--- src/rtl/scs8hd_bist_pkg.sv ---
// Shared types and golden model for the a32oi cell BIST controllers.
package scs8hd_bist_pkg;

   localparam int VEC_W   = 5;
   localparam int NUM_VEC = 32;

   typedef enum logic [1:0] {
      IDLE   = 2'd0,
      SETTLE = 2'd1,
      SAMPLE = 2'd2,
      DONE   = 2'd3
   } state_t;

   // Y = ~((A1&A2&A3)|(B1&B2)) with {A1,A2,A3,B1,B2} = v[4:0]
   function automatic logic a32oi_exp(input logic [VEC_W-1:0] v);
      return ~((v[4] & v[3] & v[2]) | (v[1] & v[0]));
   endfunction

endpackage

--- src/rtl/scs8hd_bist_settle_cnt.sv ---
// Loadable down-counter with zero flag, shared by the cell BIST sequencers.
module scs8hd_bist_settle_cnt #(
   parameter int W = 4
) (
   input  logic         clk,
   input  logic         rst_n,
   input  logic         load,
   input  logic         dec,
   input  logic [W-1:0] load_val,
   output logic         zero
);

   logic [W-1:0] count;

   assign zero = (count == '0);

   always_ff @(posedge clk or negedge rst_n) begin
      if (!rst_n) begin
         count <= '0;
      end else if (load) begin
         count <= load_val;
      end else if (dec && !zero) begin
         count <= count - 1'b1;
      end
   end

endmodule

--- src/rtl/scs8hd_a32oi_bist_ctrl.sv ---
// Exhaustive 32-vector BIST sequencer for one a32oi cell instance.
module scs8hd_a32oi_bist_ctrl
   import scs8hd_bist_pkg::*;
#(
   parameter int SETTLE_CYCLES = 2
) (
   input  logic             CLK,
   input  logic             RESETB,
   input  logic             start,
   input  logic             abort,
   input  logic             dut_y,
   output logic [VEC_W-1:0] dut_vec,
   output logic             busy,
   output logic             done,
   output logic             pass,
   output logic [5:0]       fail_cnt,
   output logic [VEC_W-1:0] first_fail_vec,
   output logic             first_fail_vld,
   output logic             aborted
);

   localparam logic [3:0] SETTLE_LD = 4'(SETTLE_CYCLES - 1);
   localparam logic [VEC_W-1:0] LAST_VEC = VEC_W'(NUM_VEC - 1);

   state_t           state;
   logic [VEC_W-1:0] vec;
   logic             cnt_zero;
   logic             miss;
   logic             run_abort;

   assign dut_vec   = vec;
   assign miss      = (dut_y != a32oi_exp(vec));
   assign run_abort = abort && (state == SETTLE || state == SAMPLE);

   // Reloaded outside SETTLE so every settle window starts full.
   scs8hd_bist_settle_cnt #(.W(4)) u_settle (
      .clk      (CLK),
      .rst_n    (RESETB),
      .load     (state != SETTLE),
      .dec      (state == SETTLE),
      .load_val (SETTLE_LD),
      .zero     (cnt_zero)
   );

   always_ff @(posedge CLK or negedge RESETB) begin
      if (!RESETB) begin
         state          <= IDLE;
         vec            <= '0;
         busy           <= 1'b0;
         done           <= 1'b0;
         pass           <= 1'b0;
         fail_cnt       <= '0;
         first_fail_vec <= '0;
         first_fail_vld <= 1'b0;
         aborted        <= 1'b0;
      end else begin
         done <= 1'b0;
         if (run_abort) begin
            state   <= IDLE;
            vec     <= '0;
            busy    <= 1'b0;
            aborted <= 1'b1;
         end else begin
            unique case (state)
               IDLE: begin
                  if (start && !abort) begin
                     state          <= SETTLE;
                     vec            <= '0;
                     busy           <= 1'b1;
                     pass           <= 1'b0;
                     fail_cnt       <= '0;
                     first_fail_vec <= '0;
                     first_fail_vld <= 1'b0;
                     aborted        <= 1'b0;
                  end
               end
               SETTLE: begin
                  if (cnt_zero) state <= SAMPLE;
               end
               SAMPLE: begin
                  if (miss) begin
                     fail_cnt <= fail_cnt + 6'd1;
                     if (!first_fail_vld) begin
                        first_fail_vec <= vec;
                        first_fail_vld <= 1'b1;
                     end
                  end
                  if (vec == LAST_VEC) begin
                     state <= DONE;
                  end else begin
                     vec   <= vec + 1'b1;
                     state <= SETTLE;
                  end
               end
               DONE: begin
                  done  <= 1'b1;
                  pass  <= (fail_cnt == 6'd0);
                  busy  <= 1'b0;
                  vec   <= '0;
                  state <= IDLE;
               end
               default: state <= IDLE;
            endcase
         end
      end
   end

endmodule
--- config.mk ---
export PLATFORM = sky130hd
export DESIGN_NAME = scs8hd_a32oi_bist_ctrl
export DESIGN_NICKNAME = d
export VERILOG_FILES = /design/src/rtl/scs8hd_bist_pkg.sv /design/src/rtl/scs8hd_bist_settle_cnt.sv /design/src/rtl/scs8hd_a32oi_bist_ctrl.sv
export SDC_FILE = /design/constraint.sdc
export NUM_CORES = 1
export LEC_CHECK = 0
export CAP_MARGIN = 20
export CORE_AREA = 2 2 59 61
export DETAILED_ROUTE_END_ITERATION = 10
export DIE_AREA = 0 0 61 63
export DONT_BUFFER_PORTS = 1
export SETUP_SLACK_MARGIN = 0.05
export SYNTH_ARGS = -nofsm -noshare
export SYNTH_HDL_FRONTEND = slang
export SYNTH_SLANG_ARGS = --single-unit
--- constraint.sdc ---
create_clock -name CLK -period 3.3 [get_ports CLK]
set_clock_uncertainty 0.15 [all_clocks]
set_input_delay 0.495 -clock CLK [delete_from_list [all_inputs] [get_ports CLK]]
set_output_delay 0.495 -clock CLK [all_outputs]
set_load 0.005 [all_outputs]
# Yosys cells after proc, flatten, opt, wreduce, memory -nomap -nowiden
# Cells that the tools add are included.
# op_classes
n_reduce_logical	23
bitwise	6
mux	28
add_sub_neg	3
eq_ne	12
# op_table
cell	n
$mux W5	5
$pmux W5 S3	1
$mux W6	2
$pmux W6 S2	1
$pmux W5 S2	1
$reduce_bool A2 Y1	5
$ne A3 B3 Y1 const B	3
$mux W1	8
$mux W2	4
$mux W4	2
$pmux W2 S4	1
$add A6 B1 Y6 const B	1
$logic_not A6 Y1	1
$ne A2 B2 Y1 const B	3
$pmux W1 S2	3
$reduce_and A2 Y1	3
$reduce_and A3 Y1	2
$add A5 B1 Y5 const B	1
$eq A5 B5 Y1 const B	1
$reduce_and A5 Y1	1
$eq A2 B2 Y1 const B	2
$logic_not A4 Y1	1
$reduce_and A4 Y1	1
$reduce_bool A4 Y1	1
other kinds (12)	18
# totals
elab_cells	82
reg_bits	27
output_inout_bits	21

# Longest topological paths before layout
# Gate-level depths: netlist of the first run.
# logic_depth
word_depth	7
ltp_mapped	8
ltp_nobuf	7

# Modules after synthesis
# A second synthesis of the first run with hierarchy kept.
# unflattened
hier_cells	180
hier_area_um2	1645.3
# by_module_without_submodules
module	seq_area_each_um2	area_per_inst_um2	cells_each	n_inst
scs8hd_a32oi_bist_ctrl	575.6	1375.1	153	1
scs8hd_bist_settle_cnt	100.1	270.3	27	1

# Least setup slack after synthesis of the first run
# OpenSTA, ideal clock, no wires.
# synth_timing
path_type	register to register
startpoint	register vec[0] (netlist: dut_vec[0])
endpoint	register fail_cnt[5]
t_arrival_ns	1.877
period_less_slack_ns	2.153
n_path_buf	0
setup_time_ns	0.126
setup_slack_ns	1.147
stages_incl_launch_ff	6
cell_sequence	dfrtp_1 ha_1 a311o_1 a31o_1 o311a_1 a221o_1
# synth_between
elab_chain_cells	6
# synth_lines
item	line_no	rtl
start, declared	scs8hd_a32oi_bist_ctrl.sv:26	logic [VEC_W-1:0] vec;
start signal, assigned	scs8hd_a32oi_bist_ctrl.sv:91	vec <= vec + 1'b1;
$and A1 B1 Y1	scs8hd_bist_pkg.sv:16	return ~((v[4] & v[3] & v[2]) | (v[1] & v[0]));
$or A1 B1 Y1	scs8hd_bist_pkg.sv:16	
$not A1 Y1	scs8hd_bist_pkg.sv:16	
$ne A1 B1 Y1	scs8hd_a32oi_bist_ctrl.sv:32	assign miss = (dut_y != a32oi_exp(vec));
$ne A2 B2 Y1 (no source line)	n/a	
$reduce_and A4 Y1 (no source line)	n/a	
end signal, assigned	scs8hd_a32oi_bist_ctrl.sv:82	fail_cnt <= fail_cnt + 6'd1;
end, declared	scs8hd_a32oi_bist_ctrl.sv:16	output logic [5:0] fail_cnt,
# No other way between the ends.
# A chain may end at the register's enable or synchronous reset.

# Worst setup path in the final report of the first run
# layout_timing
startpoint	register state[0]
endpoint	register fail_cnt[4]
# layout_between
elab_chain_cells	5
elab_cells_between_ends	11
# layout_lines
item	line_no	rtl
start, declared	scs8hd_a32oi_bist_ctrl.sv:25	state_t state;
start signal, assigned	scs8hd_a32oi_bist_ctrl.sv:47	state <= IDLE;
start signal, assigned	scs8hd_a32oi_bist_ctrl.sv:59	state <= IDLE;
start signal, assigned	scs8hd_a32oi_bist_ctrl.sv:67	state <= SETTLE;
$eq A2 B1 Y1 / $eq A2 B2 Y1 (equally long branches)	scs8hd_a32oi_bist_ctrl.sv:33, scs8hd_a32oi_bist_ctrl.sv:64	
$logic_or A1 B1 Y1	scs8hd_a32oi_bist_ctrl.sv:33	assign run_abort = abort && (state == SETTLE || state == SAMPLE);
$logic_and A1 B1 Y1	scs8hd_a32oi_bist_ctrl.sv:33	
$not A1 Y1 (no source line)	n/a	
$reduce_and A4 Y1 (no source line)	n/a	
# Parallel ways exist; a longest one is shown, timed or not.

==> results of run 1 <==
## cells in the mapped netlist (2+ instances only)
cell type and instances:
o31ai_1 3, and3_1 2, buf_2 2, nand4_1 9, nand2b_1 5, o22a_1 2, nor2_1 6, o211ai_1 8
inv_1 10, dfrtp_1 27, clkbuf_1 4, o21ai_0 6, nor3_1 3, nand3_1 4, or4_1 2, ha_1 9
nand2_1 25, nor2b_1 5, a21oi_1 6
## cell usage in the layout (no fill, tap or decap), types with 2 or more instances in the layout
cell,n
dfrtp_1,27
nand2_1,25
inv_1,10
nand4_1,9
ha_1,9
o211ai_1,8
nor2_1,6
o21ai_0,6
a21oi_1,6
nor2b_1,5
nand2b_1,5
nand3_1,4
o31ai_1,3
nor3_1,3
clkbuf_4,3
and3_1,2
o22a_1,2
or4_1,2
## power groups by stage
stage	Clock, mW	Combinational (mW)	Sequential, mW
4_1_cts	0.149	0.519	0.543
6_report	0.145	0.512	0.542
3_5_place_dp	0	0.508	0.551
5_1_grt	0.170	0.601	0.562
2_1_floorplan	0	0.411	0.523
3_3_place_gp	0	0.495	0.544
## path summary, 6_finish.rpt
check	start	endpoint	slack [ps]	cells after the start
setup / recovery	state[0]$_DFFE_PN0P_	fail_cnt[4]$_DFFE_PN0P_	820	7
hold / removal	abort	aborted$_DFFE_PN0P_	140	2
setup reg to reg	state[0]$_DFFE_PN0P_	fail_cnt[4]$_DFFE_PN0P_	820	7
hold reg to reg	busy$_DFFE_PN0P_	busy$_DFFE_PN0P_	410	1
max in group asynchronous	RESETB	dut_vec[3]$_DFFE_PN0P_	2410	2
min in group asynchronous	RESETB	fail_cnt[5]$_DFFE_PN0P_	430	2
## flip-flops by register name (all words and copies together), names as in the netlist
| name | cells |
|---|---|
| first_fail_vec | 5 |
| dut_vec | 5 |
| fail_cnt | 6 |
| state | 2 |
| u_settle.count | 4 |
| pass | 1 |
| aborted | 1 |
| busy | 1 |
| first_fail_vld | 1 |
| done | 1 |
## what timing repair did
item / 4_1_cts / 5_1_grt
hold buffers: 2 / 0
hold endpoints to repair: 27 / 0
endpoints found under the setup margin: 0 / 0
## final cells by class
class                      instances  area share [%]
timing repair buffer               3            2.33
sequential                        27            41.9
tap                               46            3.57
inverter                          10            2.33
multi-input combinational        120            48.2
clock inverter                     1           0.310
clock buffer                       3            1.40
## cell families after synthesis
family | count (synthesis)
AOI/OAI and AO/OA | 41
xor gates and xnor gates | 1
adders and majority gates | 9
buffers and inverters | 16
DFF | 27
muxes | 1
and+or+nand+nor | 68
## through the flow
step / std cells / power [mW]
finish: 210 / 1.20
global route: 210 / 1.33
CTS: 210 / 1.21
detailed placement: 204 / 1.06
global placement: 204 / 1.04
floorplan: 163 / 0.934
## metal layers
metal	vias to the layer above	wire length, um	share of wire, %	track usage, %
met5	-	0	0	0
met3	7	214	6.8	5.59
li1	596	-	-	-
met1	601	1400	45	28.6
met2	34	1440	46	26.3
met4	0	71	2.3	6.79
==> impl_metrics.py, run 1 <==
metrics = {
    "clocking": {
        "cts_tree": "done",
        "cts_setup_buffers": 0,
        "h-tree-depth": 1,
        "cts.sinks": 27,
        "cts_root_buffer": "clkbuf_4",
        "clockBufferDepth": 2,
        "cts_resized": 0,
        "numCtsBuffers": 3,
        "clock_latency_ps": 330,
        "clk_pin_slew_worst_paths_ps": 150,
    },
    "sta": {
        "post-route-min-period_ps": 2480,
        "hold_violations": 0,
        "setup_violations": 0,
        "tightest_slew_ps": 807,
        "rsz0062_at_grt": "no",
        "fmax_mhz": 403,
        "hold_ws_ps": 143,
        "setup_ws_ps": 818,
        "fin_tns_setup_ps": 0,
        "period_share_pct": 75.2,
        "slew_viol_final": 0,
        "slew_headroom_pct": 45.9,
    },
    "floorplanning": {
        "die_y_um": 63,
        "core_area_um2": 3230,
        "rows": 21,
        "dieArea_um2": 3840,
        "die_width_um": 61,
        "pin_count": 26,
        "start_util_pct": 46.9,
    },
    "run_status": {
        "status": "complete, no violations",
    },
    "cells_and_area": {
        "num-fill-cells": 327,
        "nets": 179,
        "fin_util_pct": 49.9,
        "multi_input_area_um2": 778,
        "diodes": 0,
        "regArea_um2": 676,
        "drive_gt1_share_pct": 6.10,
        "fin_area_um2": 1610,
        "synthToLayoutAreaGrowth_pct": 6.44,
    },
    "setup_path": {
        "cp_slowest_stage_delay_ps": 570,
        "end_kind": "register",
        "path_cells": "inv_1, ha_1, buf_4, a21bo_2, o22a_1, or4_1, nand3_1",
        "worst-path-max-fanout": 26,
        "worstPathArrival_ps": 2610,
        "slowest_stage": "or4_1",
        "path_delay_family": "compound AO/OA/AOI/OAI gates",
        "crit_path_start_kind": "register",
        "critPathRequiredTime_ps": 3430,
        "crit_type": "register to register",
        "path_buf_inv": 2,
    },
    "worst_hold_path": {
        "hold_path.class": "primary input to register",
    },
    "synth": {
        "synth_fp_nets": 177,
        "synthArstFlopShare_pct": 100,
        "netlist.area_leader.share_pct": 44.6,
        "synth_warnings": 0,
        "synth_compound_area_share_pct": 19.6,
        "synthSimpleGateAreaFrac_pct": 23.0,
        "yosysTopAreaCell": "dfrtp_1",
        "syn_area_per_cell_um2": 9.30,
        "synth_top_family_by_area": "simple AND/OR/NAND/NOR gates",
        "synth_fa_ha_area_share_pct": 7.43,
        "synth-seq-area-share_pct": 44.6,
        "synth_edf_count": 0,
        "synth_area_um2": 1520,
        "yosys-top-cells-area": "dfrtp_1 (45%), ha_1 (7.4%), nand2_1 (6.2%)",
        "ys.flop_type": "dfrtp_1",
        "synth_mux_area_share_pct": 0.660,
        "synth_xor_area_share_pct": 0.578,
        "syn_inst": 163,
        "ys_types": 44,
        "synth_seq_cells": 27,
    },
    "grt": {
        "grt_pass1_wl_mm": 5.74,
        "grt_remaining_overflow": 0,
        "antenna_found_initial": 0,
        "grt_pass1_vias": 1196,
        "grt_max_degree": 28,
        "grt.total_usage_pct": 19.2,
    },
    "placement": {
        "globalplace.congestion": 0.704,
        "postPlaceCellArea_um2": 1560,
        "io_buffers": 0,
        "dp_slack_ps": 832,
        "hpwl_mm": 2.29,
    },
    "power_and_ir_drop": {
        "cellLeakagePower_nw": 0.696,
        "p_sw_mw": 0.520,
        "power_frac_comb_pct": 42.7,
        "p_int_mw": 0.679,
        "clock_power_share_pct": 12.1,
        "sequentialPowerShare_pct": 45.2,
        "swShare_pct": 43.4,
        "peakVddDrop_mv": 0.341,
        "power_density_nw_per_um2": 743,
    },
    "job": {
        "maxCapViolCount": 0,
    },
    "drt": {
        "drcViolationCount": 0,
        "vias": 1238,
        "drt-pass1-iter-count": 4,
        "drt_iter0_drc": 63,
        "antenna_left": 0,
        "routedWlPerCell_um": 14.9,
        "viasPerCell": 5.90,
        "drt-total-wl_mm": 3.13,
    },
}
No activity file was read; power rests on OpenSTA's default activity.
==> inputs of run 2 (changes only) <==
==> constraint.sdc (replaced) <==
create_clock -name CLK -period 2.4 [get_ports CLK]
set_clock_uncertainty 0.15 [all_clocks]
set_input_delay 0.36 -clock CLK [delete_from_list [all_inputs] [get_ports CLK]]
set_output_delay 0.36 -clock CLK [all_outputs]
set_load 0.005 [all_outputs]
==> impl_metrics.py, run 2 (synthesized netlist as in run 1, its figures left out) <==
metrics = {
    "run_status": {
        "status": "complete, no violations",
    },
    "cells_and_area": {
        "top_register": "fail_cnt",
        "largest_reg_flops": 6,
        "nets": 189,
        "final_cell_mix": "dfrtp_1 (26), nand2_1 (25), buf_4 (11)",
        "mostFrequentLayoutCell": "dfrtp_1",
        "fin_cells": 220,
        "drive_gt1_share_pct": 11.5,
        "diodes": 0,
        "synthToLayoutAreaGrowth_pct": 11.4,
    },
    "floorplanning": {
        "die_width_um": 61,
        "start_util_pct": 46.9,
        "die_y_um": 63,
        "rows": 21,
        "core_area_um2": 3230,
        "pin_count": 26,
        "dieArea_um2": 3840,
    },
    "clocking": {
        "cts_root_buffer": "clkbuf_4",
        "clock_latency_ps": 320,
        "cts.sinks": 27,
        "h-tree-depth": 1,
        "cts_tree": "done",
        "clockBufferDepth": 2,
        "clk_pin_slew_worst_paths_ps": 150,
        "numCtsBuffers": 3,
    },
    "placement": {
        "io_buffers": 0,
        "dp_cells": 210,
        "globalplace.congestion": 0.820,
        "hpwl_mm": 2.39,
    },
    "sta": {
        "fin_tns_setup_ps": 0,
        "rsz0062_at_grt": "no",
        "hold_violations": 0,
        "hold_ws_ps": 24.2,
        "fmax_mhz": 440,
        "tightest_slew_ps": 344,
        "slew_headroom_pct": 77.0,
        "period_share_pct": 94.6,
        "slew_viol_final": 0,
        "post-route-min-period_ps": 2270,
        "setup_violations": 0,
    },
    "setup_path": {
        "cp_slowest_stage_delay_ps": 550,
        "crit_type": "register to register",
        "critPathRequiredTime_ps": 2510,
        "slowest_stage": "or4_1",
        "crit_path_start_kind": "register",
        "path_cells": "inv_1, ha_1, a21bo_2, o22a_1, or4_1, nand3_1",
        "worstPathArrival_ps": 2380,
        "end_kind": "register",
        "worst-path-max-fanout": 7,
    },
    "drt": {
        "routedWlPerCell_um": 14.9,
        "viasPerCell": 5.73,
        "drt-pass1-iter-count": 4,
        "vias": 1260,
        "antenna_left": 0,
        "drt_iter0_drc": 67,
        "drcViolationCount": 0,
        "drt-total-wl_mm": 3.27,
    },
    "power_and_ir_drop": {
        "clock_power_share_pct": 11.1,
        "power_density_nw_per_um2": 1040,
        "p_int_mw": 1.02,
        "p_sw_mw": 0.737,
        "peakVddDrop_mv": 0.440,
        "power_frac_comb_pct": 47.4,
        "sequentialPowerShare_pct": 41.5,
        "swShare_pct": 41.9,
        "cellLeakagePower_nw": 0.742,
    },
    "grt": {
        "grt.total_usage_pct": 19.2,
        "grt_pass1_wl_mm": 5.77,
        "antenna_found_initial": 0,
        "grt_pass1_vias": 1217,
        "grt_max_degree": 28,
        "grt_remaining_overflow": 0,
    },
    "job": {
        "maxCapViolCount": 0,
    },
    "worst_hold_path": {
        "hold_path.class": "primary input to register",
    },
}
run 2: cell types whose count changed in the layout (fill, tap and decap cells not counted), sizes merged:
cell    previous run  this run
clkbuf             3         4
clkinv             1         0
buf                2        12
run 2: timing repair:
action | in CTS | in global routing
endpoints found under the hold margin | 27 | 0
setup buffers | 0 | 4
resized for setup | 0 | 1
setup endpoints to repair | 0 | 6
hold buffers | 2 | 0
run 2: cell type report:
cell class	count	area (um2)
clock buffers	4	26.3
fillers	309	1540
inverters	10	37.5
multi-input cells	120	778
flip-flops and latches	27	677
well taps	46	57.6
repair buffers	13	113
run 2: routing by layer:
metal  GRT usage (%)  vias up  wire [um]
met3            4.76        2        184
met1            26.4      617       1460
met5               0        -          0
met4            4.35        0         19
li1                -      614          -
met2            30.2       27       1610
run 2: path summary, 6_finish.rpt:
check	cells past startpoint	start	to	slack [ps]
setup reg to reg	6	state[1]$_DFFE_PN0P_	fail_cnt[3]$_DFFE_PN0P_	130
max in group asynchronous	2	RESETB	first_fail_vec[1]$_DFFE_PN0P_	1630
hold / removal	2	abort	aborted$_DFFE_PN0P_	20
min in group asynchronous	2	RESETB	u_settle.count[0]$_DFFE_PN0P_	300
hold reg to reg	1	busy$_DFFE_PN0P_	busy$_DFFE_PN0P_	410
setup / recovery	6	state[1]$_DFFE_PN0P_	fail_cnt[3]$_DFFE_PN0P_	130
run 2: stage by stage:
| step | setup WS (ps) | area, um2 | utilization (%) | power (mW) |
|---|---|---|---|---|
| CTS | 72.9 | 1660 | 51.3 | 1.73 |
| global placement | 195 | 1600 | 49.6 | 1.49 |
| floorplan | 247 | 1520 | - | 1.28 |
| global route | 50.6 | 1690 | 52.3 | 1.93 |
| detailed placement | 110 | 1600 | 49.6 | 1.52 |
| finish | 129 | 1690 | 52.3 | 1.76 |
run 2: critical path, delay by kind of cell (launching register included):
| kind | cells | cell delay, ps |
|---|---|---|
| AO/OA/AOI/OAI | 2 | 570 |
| adder cells (fa/ha/maj) | 1 | 340 |
| buffers and inverters | 1 | 80 |
| flip-flops | 1 | 430 |
| AND/OR/NAND/NOR | 2 | 650 |
run 2: power by group through the flow:
stage               sequential [mW]  clock [mW]  combinational (mW)
floorplan                     0.719           0               0.565
global placement              0.740           0               0.747
detailed placement            0.749           0               0.767
CTS                           0.738       0.205               0.786
global route                  0.755       0.228               0.943
finish                        0.730       0.195               0.833
==> inputs of run 3 (changes only) <==
--- a/config.mk
+++ b/config.mk
@@ -6,9 +6,10 @@
 export NUM_CORES = 1
 export LEC_CHECK = 0
 export CAP_MARGIN = 20
-export CORE_AREA = 2 2 59 61
+export CORE_AREA = 3 3 60 62
+export CTS_CLUSTER_SIZE = 16
 export DETAILED_ROUTE_END_ITERATION = 10
-export DIE_AREA = 0 0 61 63
+export DIE_AREA = 0 0 63 65
 export DONT_BUFFER_PORTS = 1
 export SETUP_SLACK_MARGIN = 0.05
 export SYNTH_ARGS = -nofsm -noshare
==> impl_metrics.py, run 3 (synthesized netlist as in run 1, its figures left out) <==
metrics = {
    "run_status": {
        "status": "complete, no violations",
    },
    "power_and_ir_drop": {
        "finalPower_mw": 1.75,
        "peakVddDrop_mv": 0.442,
        "power_density_nw_per_um2": 1040,
        "cellLeakagePower_nw": 0.737,
    },
    "floorplanning": {
        "die_width_um": 63,
        "rows": 20,
        "die_y_um": 65,
        "dieArea_um2": 4100,
        "core_area_um2": 3080,
        "start_util_pct": 49.3,
        "pin_count": 26,
    },
    "grt": {
        "grt_remaining_overflow": 0,
        "grt_pass1_vias": 1269,
        "antenna_found_initial": 0,
        "grt_max_degree": 28,
        "grt_pass1_wl_mm": 5.91,
        "grt.total_usage_pct": 17.9,
    },
    "drt": {
        "drt-pass1-iter-count": 4,
        "drcViolationCount": 0,
        "drt_iter0_drc": 86,
        "antenna_left": 0,
        "routedWlPerCell_um": 15.2,
        "viasPerCell": 5.66,
        "vias": 1222,
        "drt-total-wl_mm": 3.29,
    },
    "setup_path": {
        "path_buf_inv": 0,
        "end_kind": "register",
        "critPathRequiredTime_ps": 2470,
        "cp_slowest_stage_delay_ps": 410,
        "worst-path-max-fanout": 6,
        "crit_path_start_kind": "register",
        "worstPathArrival_ps": 2280,
        "path_cells": "ha_1, a311o_1, a31o_1, o311a_1, a221o_1",
        "slowest_stage": "dfrtp_1",
        "path_delay_family": "compound AO/OA/AOI/OAI gates",
        "crit_type": "register to register",
    },
    "job": {
        "maxCapViolCount": 0,
    },
    "cells_and_area": {
        "mostFrequentLayoutCell": "dfrtp_1",
        "largest_reg_flops": 6,
        "final_cell_mix": "dfrtp_1 (27), nand2_1 (25), inv_1 (10)",
        "diodes": 0,
        "num-fill-cells": 289,
        "drive_gt1_share_pct": 10.5,
        "synthToLayoutAreaGrowth_pct": 11.2,
        "top_register": "fail_cnt",
        "multi_input_area_um2": 791,
        "fin_cells": 216,
        "nets": 187,
        "regArea_um2": 676,
    },
    "clocking": {
        "h-tree-depth": 1,
        "cts_tree": "done",
        "clockBufferDepth": 2,
        "clk_pin_slew_worst_paths_ps": 150,
        "cts_root_buffer": "clkbuf_4",
        "cts_setup_buffers": 0,
        "numCtsBuffers": 3,
        "cts.sinks": 27,
        "clock_latency_ps": 320,
    },
    "placement": {
        "hpwl_mm": 2.39,
        "globalplace.congestion": 0.753,
        "dp_cells": 209,
        "io_buffers": 0,
    },
    "sta": {
        "post-route-min-period_ps": 2210,
        "setup_violations": 0,
        "rsz0062_at_grt": "no",
        "tightest_slew_ps": 335,
        "fmax_mhz": 452,
        "fin_tns_setup_ps": 0,
        "slew_viol_final": 0,
        "slew_headroom_pct": 77.7,
        "period_share_pct": 92.2,
        "hold_violations": 0,
    },
    "worst_hold_path": {
        "hold_path.class": "primary input to register",
    },
}
run 3: cell count changes in the layout (fill, tap and decap cells not counted):
cell / previous run / this run
buf_4: 11 / 8
clkbuf_1: 1 / 0
clkinv_2: 0 / 1
dfrtp_1: 26 / 27
dfrtp_2: 1 / 0
dlygate4sd3_1: 1 / 2
ha_1: 9 / 8
ha_4: 0 / 1
run 3: metal layers:
layer	wire length (um)	track usage, %
met2	1590	29.1
met5	0	0
met3	176	4.51
met1	1500	23.6
met4	15	4.41
run 3: power by group:
part	total, mW	leakage, nW	switching, mW	internal (mW)
registers	0.733	0.361	0.139	0.594
clock network	0.194	0.0177	0.132	0.0624
logic	0.820	0.358	0.463	0.357
run 3: timing repair:
| item | CTS | global route |
|---|---|---|
| endpoints found under the hold margin | 28 | 0 |
| gates resized for setup | 0 | 1 |
| hold buffers | 3 | 0 |
| endpoints found under the setup margin | 0 | 1 |
run 3: final timing paths:
kind,start,to,slack (ps),depth (start not counted)
hold / removal,abort,busy$_DFFE_PN0P_,140,2
setup / recovery,dut_vec[0]$_DFFE_PN0P_,fail_cnt[5]$_DFFE_PN0P_,190,5
setup reg to reg,dut_vec[0]$_DFFE_PN0P_,fail_cnt[5]$_DFFE_PN0P_,190,5
hold reg to reg,u_settle.count[1]$_DFFE_PN0P_,u_settle.count[1]$_DFFE_PN0P_,400,1
min in group asynchronous,RESETB,fail_cnt[1]$_DFFE_PN0P_,300,2
max in group asynchronous,RESETB,aborted$_DFFE_PN0P_,1630,2
run 3: final cells by class:
class | count | area share (%)
sequential | 27 | 40.1
clock buffer | 3 | 1.34
clock inverter | 1 | 0.297
tap | 44 | 3.26
inverter | 10 | 2.23
multi-input combinational | 120 | 46.9
timing repair buffer | 11 | 5.93
run 3: per-stage QoR:
step / hold slack, ps / utilization (%) / worst slack [ps] / area (um2)
after floorplan: -85.6 / - / 247 / 1520
after global placement: -84.9 / 52.2 / 247 / 1610
after detailed placement: -84.7 / 52.2 / 203 / 1610
after CTS: 124 / 54.4 / 161 / 1670
after global routing: 130 / 54.8 / 55.1 / 1690
final: 143 / 54.8 / 187 / 1690
